<file path="src/rtl/alu_rs.sv">
// Reservation station in front of the combinational ALU: buffers issued ops, snoops the
// ALU/LSB common data buses for pending operands, and dispatches one ready op per cycle.
module alu_rs #(
    parameter int RS_SIZE = 8,
    parameter int ROB_W   = 4,
    parameter int OPT_W   = 5
) (
    input  logic               clk_in,
    input  logic               rst_in,
    input  logic               rdy_in,
    input  logic               flush_in,

    input  logic               issue_valid_in,
    input  logic [OPT_W-1:0]   issue_opt_in,
    input  logic [31:0]        issue_vj_in,
    input  logic [31:0]        issue_vk_in,
    input  logic               issue_qj_busy_in,
    input  logic               issue_qk_busy_in,
    input  logic [ROB_W-1:0]   issue_qj_in,
    input  logic [ROB_W-1:0]   issue_qk_in,
    input  logic [31:0]        issue_imm_in,
    input  logic [31:0]        issue_pc_in,
    input  logic [ROB_W-1:0]   issue_rob_in,

    input  logic               cdb_alu_valid_in,
    input  logic [ROB_W-1:0]   cdb_alu_rob_in,
    input  logic [31:0]        cdb_alu_val_in,
    input  logic               cdb_lsb_valid_in,
    input  logic [ROB_W-1:0]   cdb_lsb_rob_in,
    input  logic [31:0]        cdb_lsb_val_in,

    output logic               full_out,
    output logic               alu_valid_out,
    output logic [OPT_W-1:0]   alu_opt_out,
    output logic [31:0]        alu_rs1_out,
    output logic [31:0]        alu_rs2_out,
    output logic [31:0]        alu_imm_out,
    output logic [31:0]        alu_pc_out,
    output logic [ROB_W-1:0]   alu_rob_out
);

    localparam int IDX_W = $clog2(RS_SIZE);
    localparam int CNT_W = IDX_W + 1;

    logic [RS_SIZE-1:0] busy;
    logic [RS_SIZE-1:0] qj_busy;
    logic [RS_SIZE-1:0] qk_busy;
    logic [CNT_W-1:0]   count;

    logic [OPT_W-1:0]   opt [RS_SIZE];
    logic [31:0]        vj  [RS_SIZE];
    logic [31:0]        vk  [RS_SIZE];
    logic [ROB_W-1:0]   qj  [RS_SIZE];
    logic [ROB_W-1:0]   qk  [RS_SIZE];
    logic [31:0]        imm [RS_SIZE];
    logic [31:0]        pc  [RS_SIZE];
    logic [ROB_W-1:0]   rob [RS_SIZE];

    logic [RS_SIZE-1:0] ready;
    logic [RS_SIZE-1:0] wj_alu, wj_lsb, wk_alu, wk_lsb;
    logic [IDX_W-1:0]   free_idx;
    logic [IDX_W-1:0]   sel_idx;
    logic               sel_found;
    logic               do_issue;
    logic [CNT_W-1:0]   count_next;

    logic               iss_j_alu, iss_j_lsb, iss_k_alu, iss_k_lsb;
    logic               iss_qj_busy, iss_qk_busy;
    logic [31:0]        iss_vj, iss_vk;

    assign full_out  = (count == CNT_W'(RS_SIZE));
    assign do_issue  = issue_valid_in && !full_out;
    assign ready     = busy & ~qj_busy & ~qk_busy;
    assign sel_found = |ready;

    // Lowest-index free slot and lowest-index ready slot, both from registered state.
    always_comb begin
        // NOTE: every comb output gets a default first so no path leaves it unassigned (no latch).
        free_idx = '0;
        sel_idx  = '0;
        for (int i = RS_SIZE - 1; i >= 0; i--) begin
            if (!busy[i]) free_idx = IDX_W'(i);
            if (ready[i]) sel_idx  = IDX_W'(i);
        end
    end

    always_comb begin
        wj_alu = '0;
        wj_lsb = '0;
        wk_alu = '0;
        wk_lsb = '0;
        for (int i = 0; i < RS_SIZE; i++) begin
            wj_alu[i] = busy[i] && qj_busy[i] && cdb_alu_valid_in && (qj[i] == cdb_alu_rob_in);
            wj_lsb[i] = busy[i] && qj_busy[i] && cdb_lsb_valid_in && (qj[i] == cdb_lsb_rob_in);
            wk_alu[i] = busy[i] && qk_busy[i] && cdb_alu_valid_in && (qk[i] == cdb_alu_rob_in);
            wk_lsb[i] = busy[i] && qk_busy[i] && cdb_lsb_valid_in && (qk[i] == cdb_lsb_rob_in);
        end
    end

    // Issue-cycle bypass: a tag broadcast in the same cycle is captured directly.
    assign iss_j_alu   = issue_qj_busy_in && cdb_alu_valid_in && (issue_qj_in == cdb_alu_rob_in);
    assign iss_j_lsb   = issue_qj_busy_in && cdb_lsb_valid_in && (issue_qj_in == cdb_lsb_rob_in);
    assign iss_k_alu   = issue_qk_busy_in && cdb_alu_valid_in && (issue_qk_in == cdb_alu_rob_in);
    assign iss_k_lsb   = issue_qk_busy_in && cdb_lsb_valid_in && (issue_qk_in == cdb_lsb_rob_in);
    assign iss_qj_busy = issue_qj_busy_in && !iss_j_alu && !iss_j_lsb;
    assign iss_qk_busy = issue_qk_busy_in && !iss_k_alu && !iss_k_lsb;
    assign iss_vj      = iss_j_alu ? cdb_alu_val_in : (iss_j_lsb ? cdb_lsb_val_in : issue_vj_in);
    assign iss_vk      = iss_k_alu ? cdb_alu_val_in : (iss_k_lsb ? cdb_lsb_val_in : issue_vk_in);

    always_comb begin
        count_next = count;
        case ({do_issue, sel_found})
            2'b10:   count_next = count + CNT_W'(1);
            2'b01:   count_next = count - CNT_W'(1);
            default: count_next = count;
        endcase
    end

    always_ff @(posedge clk_in or negedge rst_in) begin
        // NOTE: sequential state uses non-blocking assignments so every register sees pre-edge values.
        if (!rst_in) begin
            busy          <= '0;
            qj_busy       <= '0;
            qk_busy       <= '0;
            count         <= '0;
            alu_valid_out <= 1'b0;
            alu_opt_out   <= '0;
            alu_rs1_out   <= '0;
            alu_rs2_out   <= '0;
            alu_imm_out   <= '0;
            alu_pc_out    <= '0;
            alu_rob_out   <= '0;
        end else if (rdy_in) begin
            if (flush_in) begin
                busy          <= '0;
                qj_busy       <= '0;
                qk_busy       <= '0;
                count         <= '0;
                alu_valid_out <= 1'b0;
            end else begin
                qj_busy       <= qj_busy & ~(wj_alu | wj_lsb);
                qk_busy       <= qk_busy & ~(wk_alu | wk_lsb);
                alu_valid_out <= sel_found;
                if (sel_found) begin
                    busy[sel_idx] <= 1'b0;
                    alu_opt_out   <= opt[sel_idx];
                    alu_rs1_out   <= vj[sel_idx];
                    alu_rs2_out   <= vk[sel_idx];
                    alu_imm_out   <= imm[sel_idx];
                    alu_pc_out    <= pc[sel_idx];
                    alu_rob_out   <= rob[sel_idx];
                end
                // The free slot is never the selected slot, so these writes cannot collide.
                if (do_issue) begin
                    busy[free_idx]    <= 1'b1;
                    qj_busy[free_idx] <= iss_qj_busy;
                    qk_busy[free_idx] <= iss_qk_busy;
                end
                count <= count_next;
            end
        end
    end

    // NOTE: payload storage is not reset; it is only ever read behind a busy bit that is.
    always_ff @(posedge clk_in) begin
        if (rdy_in && !flush_in) begin
            for (int i = 0; i < RS_SIZE; i++) begin
                if (wj_alu[i])      vj[i] <= cdb_alu_val_in;
                else if (wj_lsb[i]) vj[i] <= cdb_lsb_val_in;
                if (wk_alu[i])      vk[i] <= cdb_alu_val_in;
                else if (wk_lsb[i]) vk[i] <= cdb_lsb_val_in;
            end
            if (do_issue) begin
                opt[free_idx] <= issue_opt_in;
                vj[free_idx]  <= iss_vj;
                vk[free_idx]  <= iss_vk;
                qj[free_idx]  <= issue_qj_in;
                qk[free_idx]  <= issue_qk_in;
                imm[free_idx] <= issue_imm_in;
                pc[free_idx]  <= issue_pc_in;
                rob[free_idx] <= issue_rob_in;
            end
        end
    end

endmodule

</file>
<file path="config.mk">
export PLATFORM = sky130hd
export DESIGN_NAME = alu_rs
export DESIGN_NICKNAME = d
export VERILOG_FILES = /design/src/rtl/alu_rs.sv
export SDC_FILE = /design/constraint.sdc
export NUM_CORES = 2
export LEC_CHECK = 0
export BUFFER_PORTS_ARGS = -buffer_cell sky130_fd_sc_hd__buf_2
export CAP_MARGIN = 20
export CORE_ASPECT_RATIO = 2
export CORE_MARGIN = 2
export CORE_UTILIZATION = 30
export CTS_BUF_LIST = sky130_fd_sc_hd__clkbuf_16
export DETAILED_ROUTE_END_ITERATION = 12
export PLACE_DENSITY = 0.46
export SLEW_MARGIN = 20
export SYNTH_ARGS = -nofsm -noshare
export SYNTH_HDL_FRONTEND = slang
export SYNTH_SLANG_ARGS = --single-unit
</file>
<file path="constraint.sdc">
create_clock -name clk_in -period 4.1 [get_ports clk_in]
set_input_delay 0.205 -clock clk_in [delete_from_list [all_inputs] [get_ports clk_in]]
set_output_delay 0.205 -clock clk_in [all_outputs]
set_load 0.02 [all_outputs]
</file>
# After elaboration in Yosys (flattened, before gate mapping)
# Memory sizes are Yosys's and may differ from the RTL's. A register that Yosys moved wholly into a read port is not among the register bits.
# Cells that the tools add are included.
[word_totals] register_bits=29 ram_bits=1160 output_inout_bits=139 wordCells=369 memories=8
[classes] addsub=2 order_cmp=4 eq_ne=39 mux=169 n_bitwise=30 n_reduce_logical=112
[mem_list] name="imm" depth=8 width=32 rd=1 rd_ports_with_merged_regs=1 wr=1 line="55" source="logic [31:0] imm [RS_SIZE];"
[mem_list] name="pc" depth=8 width=32 rd=1 rd_ports_with_merged_regs=1 wr=1 line="56" source="logic [31:0] pc [RS_SIZE];"
[mem_list] name="vj" depth=8 width=32 rd=1 rd_ports_with_merged_regs=1 wr=9 line="51" source="logic [31:0] vj [RS_SIZE];"
[mem_list] name="vk" depth=8 width=32 rd=1 rd_ports_with_merged_regs=1 wr=9 line="52" source="logic [31:0] vk [RS_SIZE];"
[mem_list] name="opt" depth=8 width=5 rd=1 rd_ports_with_merged_regs=1 wr=1 line="50" source="logic [OPT_W-1:0] opt [RS_SIZE];"
[mem_list] name="qj" depth=8 width=4 rd=8 rd_ports_with_merged_regs=0 wr=1 line="53" source="logic [ROB_W-1:0] qj [RS_SIZE];"
[mem_list] name="2 more memories"
[ops] cell="32-bit two-way mux" n=20
[ops] cell="4-bit == test" n=36
[ops] cell="1-bit two-way mux" n=118
[ops] cell="1-bit logical AND" n=96
[ops] cell="8-bit two-way mux" n=9
[ops] cell="3-bit two-way mux" n=16
[ops] cell="8-bit bitwise AND" n=5
[ops] cell="8-bit inverter" n=5
[ops] cell="8-bit OR" n=3
[ops] cell="8-bit bitwise mux" n=2
[ops] cell="1-bit OR" n=16
[ops] cell="1-bit logical NOT" n=12
[ops] cell="3-bit by 4-bit < comparator with 1-bit output, second input constant" n=2
[ops] cell="4-bit case mux with 2 select lines" n=1
[ops] cell="8-bit OR reduction" n=1
[ops] cell="1-bit demux with 3-bit select" n=2
[ops] cell="3-bit by 1-bit greater-or-equal comparator with 1-bit output, second input constant" n=2
[ops] cell="4-bit by 1-bit adder with 4-bit output, second input constant" n=1
[ops] cell="4-bit == test, second input constant" n=1
[ops] cell="4-bit two-way mux" n=1
[ops] cell="4-bit by 1-bit subtractor with 4-bit output, second input constant" n=1
[ops] cell="3-bit AND reduction" n=1
[ops] cell="3-bit nonzero test" n=1
[ops] cell="2-bit by 1-bit == test with 1-bit output, second input constant" n=1
[ops] cell="other kinds (3)" n=3

# Depth between registers and ports, before layout
[logic_depth] ltp_word=23 depth_mapped=12 depth_no_buf=10

# Worst setup path after synthesis
# OpenSTA, ideal clock, no wires.
[synth_timing] path_kind="register to register" from="register busy[6]" to="memory imm[6][0] (enable)" arrival_time_ns=4.096 required_time_ns=3.623 setup_slack_ns=-0.473 stages_incl_launch_ff=8 period_less_slack_ns=4.573 cell_sequence="dfrtp_1 buf_4 nor2b_1 o21a_1 o211a_2 nor3_1 clkbuf_1 clkbuf_1"
[synth_between] elab_chain_len=7
[synth_rtl] element="from (decl)" line="45" source="logic [RS_SIZE-1:0] busy;"
[synth_rtl] element="from (signal assigned)" line="122" source="busy <= '0;"
[synth_rtl] element="from (signal assigned)" line="135" source="busy <= '0;"
[synth_rtl] element="from (signal, indexed assignment)" line="145" source="busy[sel_idx] <= 1'b0;"
[synth_rtl] element="3-bit two-way mux (7 in series)" line="82" source="if (!busy[i]) free_idx = IDX_W'(i);"
[synth_rtl] element="to (decl)" line="55"
# No other way between the ends.

# Worst setup path after layout
[layout_timing] from="register busy[6]" to="register alu_rs2_out[18], read port of vk"
[layout_between] elab_chain_len=9
[layout_rtl] element="8-bit bitwise AND * (2 in series)" line="73" source="assign ready = busy & ~qj_busy & ~qk_busy;"
[layout_rtl] element="3-bit two-way mux (7 in series)" line="83" source="if (ready[i]) sel_idx = IDX_W'(i);"
[layout_rtl] element="to (decl)" line="36" source="output logic [31:0] alu_rs2_out,"
# Every way passes the cells marked *; elsewhere a longest branch is shown, timed or not.
# A chain may end at the register's enable or synchronous reset.

==> results.md <==
- Nets: 6140
- FP Rows: 242
- Leakage: 0.0283 µW
- Clock Pin Slew Worst Setup and Hold Paths: 70 ps
- # hold bufs at CTS: 87
- Root Buffer: clkbuf_16
- NetSw: 9960 µW
- Syn Inst Count: 5592
- Total power: 33800 µW
- I/O pin count: 365
- Vias/cell: 5.73
- Via count: 50647
- DRC Markers: 0
- CTS max path bufs: 3
- Clk_skew: 38.6 ps
- Synthesized area per cell: 11.7 µm²
- # port buffers: 364
- Initial antenna violation count: 37
- Die Wd: 335 µm
- FF+latch count, synth: 1326
- Sequential share of the synthesized area: 0.595
- Top-area cell type share of the netlist area: 0.531
- Comb power frac: 0.171
- Initial core utilization: 0.302
- Area growth, synth to finish: 18.9%
- Routed WL per cell: 32.8 µm
- Synth warn: 0
- WS Path Type: reg2reg
- GRT Overall Usage: 0.253
- H-tree depth: 3
- Share of power burned in registers: 0.474
- Drt initial violations: 5188
- Worst IR Drop VDD: 0.343 mV
- Status: complete, no violations
- Post-synth EDFFs: 1160
- Post-Syn Area: 65600 µm²
- TritonCTS clock tree: done
- Sink Count: 1326
- RR Endpoint: alu_rs2_out[18]
- Int Power: 23900 µW
- Mux cell area share after synthesis: 0.124
- Number of global-route vias before repair: 50033
- Fmax: 272 MHz
- Period utilisation layout: 0.897
- GP Congestion: 0.882
- DR pass1 iterations: 8
- Setup TNS: 0 ps
- HP Class: in2async
- Largest net degree at the start of global routing: 102
- Startpoint types: flop
- FF-to-FF path depth: 7
- Largest family of logic cells by synthesized area: compound AO/OA/AOI/OAI gates
- Crit path max fanout: 28
- Worst Path Required: 4740 ps
- Slew @ Worst Pin: 1050 ps
- Antenna-violating nets left: 0
- Compound-cell area share of the yosys netlist: 0.127
- Synth top area cells: edfxtp_1 53%, mux2i_1 12%, dfrtp_1 6.3%, nor2_1 2.7%, a21oi_1 2.5%
- Slew margin rel.: 0.297
- Most used DFF post-synth: edfxtp_1
- Synth async-reset ratio: 0.125
- Count of cell types in the netlist: 68
- Syn Nets: 5821
- Adder-cell share of the synthesized area: 0.000687
- Final Hold Vio Count: 0
- Critical R2R Launch: busy[6]
- CP Capture Type: flop
- Die area: 223000 µm²
- Power density cells: 434 nW/µm²
- Simple-gate area share of the yosys netlist: 0.0953
- First-pass GRT wire length: 399 mm
- RSZ-0062 raised after global routing: no
- R2R setup slack: 420 ps
- Ratio of cells with drive above 1 in the final layout: 0.161
- Sw Ratio: 0.294
- Arrival @ worst endpoint: 4320 ps
- Clock latency at the later pin of the worst-skew pair: 770 ps
- Die Y: 665 µm
- Total CTS buffers: 118
- Max-slew violations: 0
- GR Overflow Total: 0
- Maxcap violations: 0
- Yosys top cell by area: edfxtp_1
- Post-DP HPWL: 184 mm
- CTS-repair resized insts: 0
- Xor/xnor cell area share of the yosys netlist: 0.0191
- Core box area: 217000 µm²
- Min Tclk post-route: 3680 ps
- Clock power share: 0.356
- Final WL: 290 mm
- Setup bufs post-CTS: 0
- Final setup violation count: 0
## sequential cells by signal, indices dropped and copies added (netlist names)
name           cells
alu_imm_out       32
alu_opt_out        5
alu_pc_out        32
alu_rob_out        4
alu_rs1_out       32
alu_rs2_out       32
alu_valid_out      1
busy               8
count              4
imm              256
opt               40
pc               256
qj                32
qj_busy            8
qk                32
qk_busy            8
rob               32
vj               256
vk               256
## cell usage in the layout (no fill, tap or decap), types with 18 or more instances in the layout
master	count
o221ai_1	18
clkbuf_16	122
nand3_1	201
o22ai_1	73
nand2_1	408
dfrtp_1	166
mux2i_1	812
buf_4	210
and3_1	52
a31oi_1	66
edfxtp_1	1160
xor2_1	88
o21ai_1	265
dlygate4sd3_1	87
a41o_1	18
o21ai_0	223
buf_12	120
xnor2_1	53
o2111a_1	48
o32a_1	47
o31ai_1	33
inv_1	40
bufinv_16	19
o32ai_1	77
a21oi_1	321
nor2_1	452
nand4_1	63
a311oi_1	48
clkinv_1	22
buf_2	363
clkinv_2	22
a211o_1	28
nor3_1	76
## per-stage QoR
stage                     area (µm²)  utilization  cells  hold WS, ps  worst slack (ps)
after detailed placement       73000        0.336   8510          247               502
after floorplan                65600            -   5592        -90.6               199
after global placement         72900        0.335   8508          245               526
after CTS                      77900        0.358   8822         35.6               490
final                          77900        0.358   8834         39.2               420
after global routing           77900        0.358   8826         71.3               346
## power by group through the flow
stage               Clock [µW]  Sequential (µW)  Combinational [µW]
floorplan                    0            16700                2410
global placement             0            16300                5680
detailed placement           0            16300                5740
CTS                      12200            16000                5830
global route             12700            16100                6140
finish                   12000            16000                5770
## cell type report
class,instances,area [µm²]
Timing Repair Buffer,783,6740
Inverter,19,98.8
Multi-Input combinational cell,3663,24500
Fill cell,21213,139000
Clock buffer,122,3050
Tap cell,2806,3510
Antenna cell,12,30.0
Sequential cell,1326,39000
Clock inverter,103,1010
## cell usage after synthesis, drive strengths merged (54+ instances only)
cell type / number
xnor2: 54
o32ai: 77
clkbuf: 426
nor2: 467
nand3: 210
xor2: 89
and3: 54
a21oi: 326
nor3: 86
nand4: 63
mux2i: 812
a31oi: 72
nand2: 411
edfxtp: 1160
o22ai: 74
o21ai: 489
dfrtp: 166
buf: 158
## critical path, cell delays in order (launching register included)
cell and delay, ps:
dfrtp_1 490, or3b_1 550, a211oi_2 760, or3_4 780, buf_4 330, mux2i_1 210, o22ai_1 100, a211o_1 300
## worst max-delay path by stage
| stage | from | endpoint | depth (start not counted) |
|---|---|---|---|
| after floorplan | busy[4] | imm[0][0] | 8 |
| after global placement | busy[6] | alu_rs2_out[18] | 7 |
| after detailed placement | busy[6] | alu_rs2_out[18] | 7 |
| after CTS | busy[6] | alu_rs2_out[18] | 7 |
| after global routing | busy[6] | alu_rs2_out[16] | 7 |
| final | busy[6] | alu_rs2_out[18] | 7 |
## cells by family (layout without fill, tap and decap cells)
group	after synthesis	in the layout
compound gates	1320	1320
fa+ha+maj	3	3
buf+inv	603	1027
flops	1326	1326
other cells	0	12
simple gates	1384	1384
mux	813	813
xor+xnor	143	143
## per-layer routing
| layer | wire length (µm) | GRT usage |
|---|---|---|
| met2 | 144000 | 0.441 |
| met5 | 184 | 0 |
| met4 | 15700 | 0.123 |
| met3 | 20700 | 0.0426 |
| met1 | 109000 | 0.301 |
Note: power is estimated with default switching activity, not from simulation.
